## src/rtl/pc_fetch_unit_pkg.sv

```systemverilog
// Shared types and constants for the PC / instruction-fetch stage.
package pc_fetch_unit_pkg;

    typedef enum logic [1:0] {
        ST_IDLE  = 2'd0,
        ST_FETCH = 2'd1,
        ST_HOLD  = 2'd2,
        ST_ERROR = 2'd3
    } fetch_state_e;

    localparam logic [1:0]  SEL_SEQ = 2'b00;
    localparam logic [1:0]  SEL_BEQ = 2'b01;
    localparam logic [1:0]  SEL_BNE = 2'b10;
    localparam logic [1:0]  SEL_JR  = 2'b11;

    localparam logic [31:0] PC_STEP = 32'd4;

endpackage

```

## src/rtl/pc_fetch_unit_next_pc_calc.sv

```systemverilog
// Next-PC selection: jr > j/jal > taken branch > sequential, all modulo 2^32.
module next_pc_calc
    import pc_fetch_unit_pkg::*;
(
    input  logic [31:0] pc_out,
    input  logic [31:0] instr_out,
    input  logic [1:0]  pc_sel,
    input  logic        jump_n,
    input  logic        jal_n,
    input  logic [31:0] branch_off,
    input  logic [31:0] jr_target,
    output logic [31:0] next_pc,
    output logic        misalign
);

    logic [31:0] link;
    logic        unused_opcode;

    assign link          = pc_out + PC_STEP;
    // Opcode bits are decoded upstream; only the jump index field matters here.
    assign unused_opcode = ^instr_out[31:26];

    // Priority mux for the next fetch address; jr target is word-aligned by force.
    always_comb begin
        next_pc  = link;
        misalign = 1'b0;
        if (pc_sel == SEL_JR) begin
            next_pc  = {jr_target[31:2], 2'b00};
            misalign = (jr_target[1:0] != 2'b00);
        end else if (!jump_n || !jal_n) begin
            next_pc  = {link[31:28], instr_out[25:0], 2'b00};
        end else if (pc_sel == SEL_BEQ || pc_sel == SEL_BNE) begin
            next_pc  = link + branch_off;
        end
    end

endmodule

```

## src/rtl/pc_fetch_unit.sv

```systemverilog
// PC register and one-word-at-a-time instruction fetch with req/ack handshake.
module pc_fetch_unit
    import pc_fetch_unit_pkg::*;
#(
    parameter logic [31:0] RESET_PC = 32'h0000_0000,
    parameter int          TIMEOUT  = 16
) (
    input  logic        clk,
    input  logic        reset_n,
    output logic        imem_req,
    output logic [31:0] imem_addr,
    input  logic        imem_ack,
    input  logic [31:0] imem_rdata,
    output logic [31:0] instr_out,
    output logic        instr_valid,
    input  logic        stall,
    output logic [31:0] pc_out,
    output logic [31:0] link_addr,
    input  logic [1:0]  pc_sel,
    input  logic [31:0] branch_off,
    input  logic        jump_n,
    input  logic        jal_n,
    input  logic [31:0] jr_target,
    output logic        fetch_err,
    output logic        align_err
);

    localparam logic [7:0] WAIT_LAST = 8'(TIMEOUT - 1);

    fetch_state_e state_q, state_d;
    logic [31:0]  pc_q, pc_d;
    logic [31:0]  instr_q, instr_d;
    logic [7:0]   wait_q, wait_d;
    logic         fetch_err_q, fetch_err_d;
    logic         align_err_q, align_err_d;
    logic [31:0]  next_pc;
    logic         misalign;

    next_pc_calc u_next_pc (
        .pc_out     (pc_q),
        .instr_out  (instr_q),
        .pc_sel     (pc_sel),
        .jump_n     (jump_n),
        .jal_n      (jal_n),
        .branch_off (branch_off),
        .jr_target  (jr_target),
        .next_pc    (next_pc),
        .misalign   (misalign)
    );

    // Request and valid decode straight from state so reset drops them at once.
    assign imem_req    = (state_q == ST_FETCH);
    assign instr_valid = (state_q == ST_HOLD);
    assign imem_addr   = pc_q;
    assign pc_out      = pc_q;
    assign link_addr   = pc_q + PC_STEP;
    assign instr_out   = instr_q;
    assign fetch_err   = fetch_err_q;
    assign align_err   = align_err_q;

    // Next-state: fetch until ack or timeout, hold until decode releases.
    always_comb begin
        state_d     = state_q;
        pc_d        = pc_q;
        instr_d     = instr_q;
        wait_d      = wait_q;
        fetch_err_d = fetch_err_q;
        align_err_d = align_err_q;
        case (state_q)
            ST_IDLE: state_d = ST_FETCH;
            ST_FETCH: begin
                if (imem_ack) begin
                    instr_d = imem_rdata;
                    wait_d  = '0;
                    state_d = ST_HOLD;
                end else if (wait_q == WAIT_LAST) begin
                    fetch_err_d = 1'b1;
                    wait_d      = '0;
                    state_d     = ST_ERROR;
                end else begin
                    wait_d = wait_q + 8'd1;
                end
            end
            ST_HOLD: begin
                // Selects only matter on the release edge.
                if (!stall) begin
                    pc_d    = next_pc;
                    state_d = ST_FETCH;
                    if (misalign) align_err_d = 1'b1;
                end
            end
            ST_ERROR: state_d = ST_ERROR;
            default:  state_d = ST_IDLE;
        endcase
    end

    // State and datapath registers, asynchronously cleared.
    always_ff @(posedge clk or negedge reset_n) begin
        if (!reset_n) begin
            state_q     <= ST_IDLE;
            pc_q        <= RESET_PC;
            instr_q     <= '0;
            wait_q      <= '0;
            fetch_err_q <= 1'b0;
            align_err_q <= 1'b0;
        end else begin
            state_q     <= state_d;
            pc_q        <= pc_d;
            instr_q     <= instr_d;
            wait_q      <= wait_d;
            fetch_err_q <= fetch_err_d;
            align_err_q <= align_err_d;
        end
    end

endmodule

```

## config.mk

```make
export PLATFORM = sky130hd
export DESIGN_NAME = pc_fetch_unit
export DESIGN_NICKNAME = d
export VERILOG_FILES = /design/src/rtl/pc_fetch_unit_pkg.sv /design/src/rtl/pc_fetch_unit_next_pc_calc.sv /design/src/rtl/pc_fetch_unit.sv
export SDC_FILE = /design/constraint.sdc
export NUM_CORES = 1
export LEC_CHECK = 0
export ABC_CLOCK_PERIOD_IN_PS = 4900
export BUFFER_PORTS_ARGS = -buffer_cell sky130_fd_sc_hd__buf_2
export CAP_MARGIN = 25
export CORE_MARGIN = 2
export CORE_UTILIZATION = 51
export DETAILED_ROUTE_END_ITERATION = 10
export GPL_ROUTABILITY_DRIVEN = 0
export PLACE_DENSITY = 0.91
export SLEW_MARGIN = 20
export SYNTH_ARGS = -nofsm -noshare
export SYNTH_HDL_FRONTEND = slang
export SYNTH_SLANG_ARGS = --single-unit
```

## constraint.sdc

```tcl
create_clock -name clk -period 4.9 [get_ports clk]
set_clock_uncertainty 0.15 [all_clocks]
set_input_delay 0.98 -clock clk [delete_from_list [all_inputs] [get_ports clk]]
set_output_delay 0.98 -clock clk [all_outputs]
set_load 0.03 [all_outputs]
```

==> qor.yml <==
status: "finished, final reports clean"
drtIter0Drc: 645
n_fill_cell: 988
antenna_left: 0
finalPower_mw: 5.720
reg2reg_depth: 15
rsz0062_at_grt: "false"
dpl.cell_count: 1084
critPathArrivalTime_ns: 4.61
crit_fanout: 7
post-route-util_pct: 64.13
async_reset_ff_share_pct: 100.0
grt_pass1_vias: 6085
synth_area_leaders: "dfrtp_1, ha_1, mux2_2, a21oi_1, o21ai_0"
drive_gt1_share_pct: 33.76
hold_violations: 0
peakVddDrop_v: 0.0004217
fp.dieW_um: 115.6
stdcell_count: 1102
hold_class: "flip-flop to flip-flop"
switching_share_pct: 54.70
synthesis.area_mm2: 0.006349
cp-end-kind: "flip-flop"
synth_top_cell_by_area: "dfrtp_1"
r2r-end: "imem_addr[29]$_DFFE_PN0P_"
final-seq-area_mm2: 0.001902
wl_um: 20570
synth_edf_count: 0
final_net_count: 1075
port_buffers: 235
syn_avg_cell_area_um2: 8.638
start_util_pct: 52.63
syn_to_final_growth_pct: 21.84
pre_cts_ws_ns: 0.3465
period_share_pct: 92.67
clkTransAtPathRegs_ns: 0.06
slew_violations: 0
synth_fp_nets: 881
die_h_um: 115.6
ys_seq_area_share_pct: 29.96
setup_viol: 0
drc: 0
multi_input_area_mm2: 0.003979
r2r_start: "imem_addr[5]$_DFFE_PN0P_"
cts.sinks: 76
period_minus_slack_ns: 4.541
combPwrFrac_pct: 66.2
max_slew_margin_pct: 45.60
clockRootBuffer: "clkbuf_16"
core_area_mm2: 0.01206
synth.most_common_cell: "dfrtp_1"
yosysWarnings: 0
fmax_mhz: 220.2
cts_buffer_depth: 2
antenna_found_initial: 1
setup_tns_ns: 0
dieArea_mm2: 0.01336
min_from: "fetch_err$_DFFE_PN0P_"
drtPass1Iterations: 5
post_drt_via_cell_ratio: 5.947
seq_power_share_pct: 22.4
intPower_mw: 2.591
synth_top_cell_area_share_pct: 29.96
synth_common_cells: "dfrtp_1, nand2_1, a21oi_1"
p_per_area_mw_per_mm2: 739.5
vias: 6554
maxCapViolations: 0
p_switching_mw: 3.129
pwr-share-clk_pct: 11.4
hpwlAfterDp_um: 16030
crit_path_start_kind: "flip-flop"
holdWs_ns: 0.3146
syn_inst: 735
ios: 236
rows: 40
ys_ff_latch: 76
crit_required_ns: 4.97
grt_max_degree: 77
cts_made_buffers: 9
cts_tree: "built"
cts-htree-levels: 3
clk_latency_ns: 0.34
fin_area_mm2: 0.007735
crit_type: "flip-flop to flip-flop"
p_leak_nw: 3.837
rrSetupSlack_ns: 0.36
ys.flop_type: "dfrtp_1"
hold_depth: 1
ys_types: 74
track_usage_pct: 30.71
worstMarginPinSlew_ns: 0.8130
worstHoldEndpoint: "fetch_err$_DFFE_PN0P_"
dpl_cell_area_mm2: 0.007398
grt_pass1_wl_um: 31770
fin_ws_ns: 0.3590
wl_per_cell_um: 18.66
grt_overflow: 0
[power by group through the flow]
stage	logic (mW)	registers (mW)	clock network (mW)
floorplan	2.35	1.70	0
global placement	3.67	1.26	0
detailed placement	3.71	1.28	0
CTS	3.73	1.27	0.655
global route	4.05	1.32	0.687
finish	3.79	1.28	0.650
[repair_timing]
item	CTS	global route
gates resized for setup	0	1
hold buffers	0	0
setup buffers	0	0
endpoints found under the setup margin	0	2
[metal layers]
metal / vias to the layer above / GRT usage, % / wire (µm)
met3: 56 / 6.642 / 2278
li1: 3049 / - / -
met1: 3063 / 43.67 / 8565
met2: 386 / 45.77 / 9011
met5: - / 0 / 0
met4: 0 / 11.97 / 711
[layout by cell type (no fill, tap or decap), types with 4 or more instances in the layout]
cell       synthesis  routed
buf_4             34      10
a31o_2             4       4
nor4_1             5       5
nand2b_1           6       6
nor2_1            48      48
ha_1              41      41
nand3_1           34      34
o21ai_0           54      54
a31oi_1            6       6
a211oi_1          18      18
buf_2              3     234
nor2b_1            6       5
nor3_1             8       8
a221o_1            4       4
a21o_1            13      13
clkbuf_16          0       9
inv_1             16      16
xnor2_1           27      26
and2_1             5       5
or3_1              6       6
xor2_1            21      20
dfrtp_1           76      76
a21oi_1           66      66
o21bai_1           7       7
o211ai_1           4       4
nand4_1            8       8
a22o_1             4       4
o21a_1             6       6
mux2_2            35      35
mux2i_1            4       4
nand2_1           68      68
and3_1            17      17
nand3b_1           4       4
[worst max-delay path by stage]
stage                                   from                   endpoint  slack (ns)  cells after the start
floorplan           imem_addr[5]$_DFFE_PN0P_  imem_addr[29]$_DFFE_PN0P_        0.03                     14
global placement    imem_addr[5]$_DFFE_PN0P_  imem_addr[29]$_DFFE_PN0P_        0.46                     15
detailed placement  imem_addr[5]$_DFFE_PN0P_  imem_addr[29]$_DFFE_PN0P_        0.35                     15
CTS                 imem_addr[5]$_DFFE_PN0P_  imem_addr[29]$_DFFE_PN0P_        0.32                     15
global route        imem_addr[5]$_DFFE_PN0P_  imem_addr[31]$_DFFE_PN0P_        0.05                     15
finish              imem_addr[5]$_DFFE_PN0P_  imem_addr[29]$_DFFE_PN0P_        0.36                     15
[flip-flops by register name (all words and copies together) (netlist names)]
register and flops:
wait_q 8, align_err 1, instr_out 32, fetch_err 1, state_q 2, imem_addr 32
[cell type report]
| class | instances | area share, % |
|---|---|---|
| Multi-Input combinational cell | 578 | 51.44 |
| Inverter | 18 | 0.8735 |
| Antenna cell | 1 | 0.03235 |
| Clock inverter | 2 | 0.4529 |
| Tap cell | 168 | 2.718 |
| Clock buffer | 13 | 3.235 |
| Sequential cell | 76 | 24.59 |
| Timing Repair Buffer | 246 | 16.66 |
[worst max-delay path, stage by stage (launching register included)]
cell and delay (ns):
dfrtp_1 0.46, nand3_2 0.14, or4_4 0.58, nor4_4 0.41, nand3_1 0.18, xnor2_2 0.28, ha_1 0.33, a21oi_1 0.16
nand2_1 0.08, a221oi_2 0.37, nand3b_1 0.11, o21ai_0 0.33, o21ai_0 0.20, xnor2_1 0.17, a21oi_1 0.09, a221o_2 0.37
[kinds of logic after synthesis]
logic type | synth area share [%]
buffers and inverters | 7.745
flip-flops | 29.96
AND/OR/NAND/NOR | 18.15
AO/OA/AOI/OAI | 21.78
multiplexers | 6.839
XOR/XNOR | 7.135
adder cells (fa/ha/maj) | 8.396
Power figures use the tool's default switching activity.
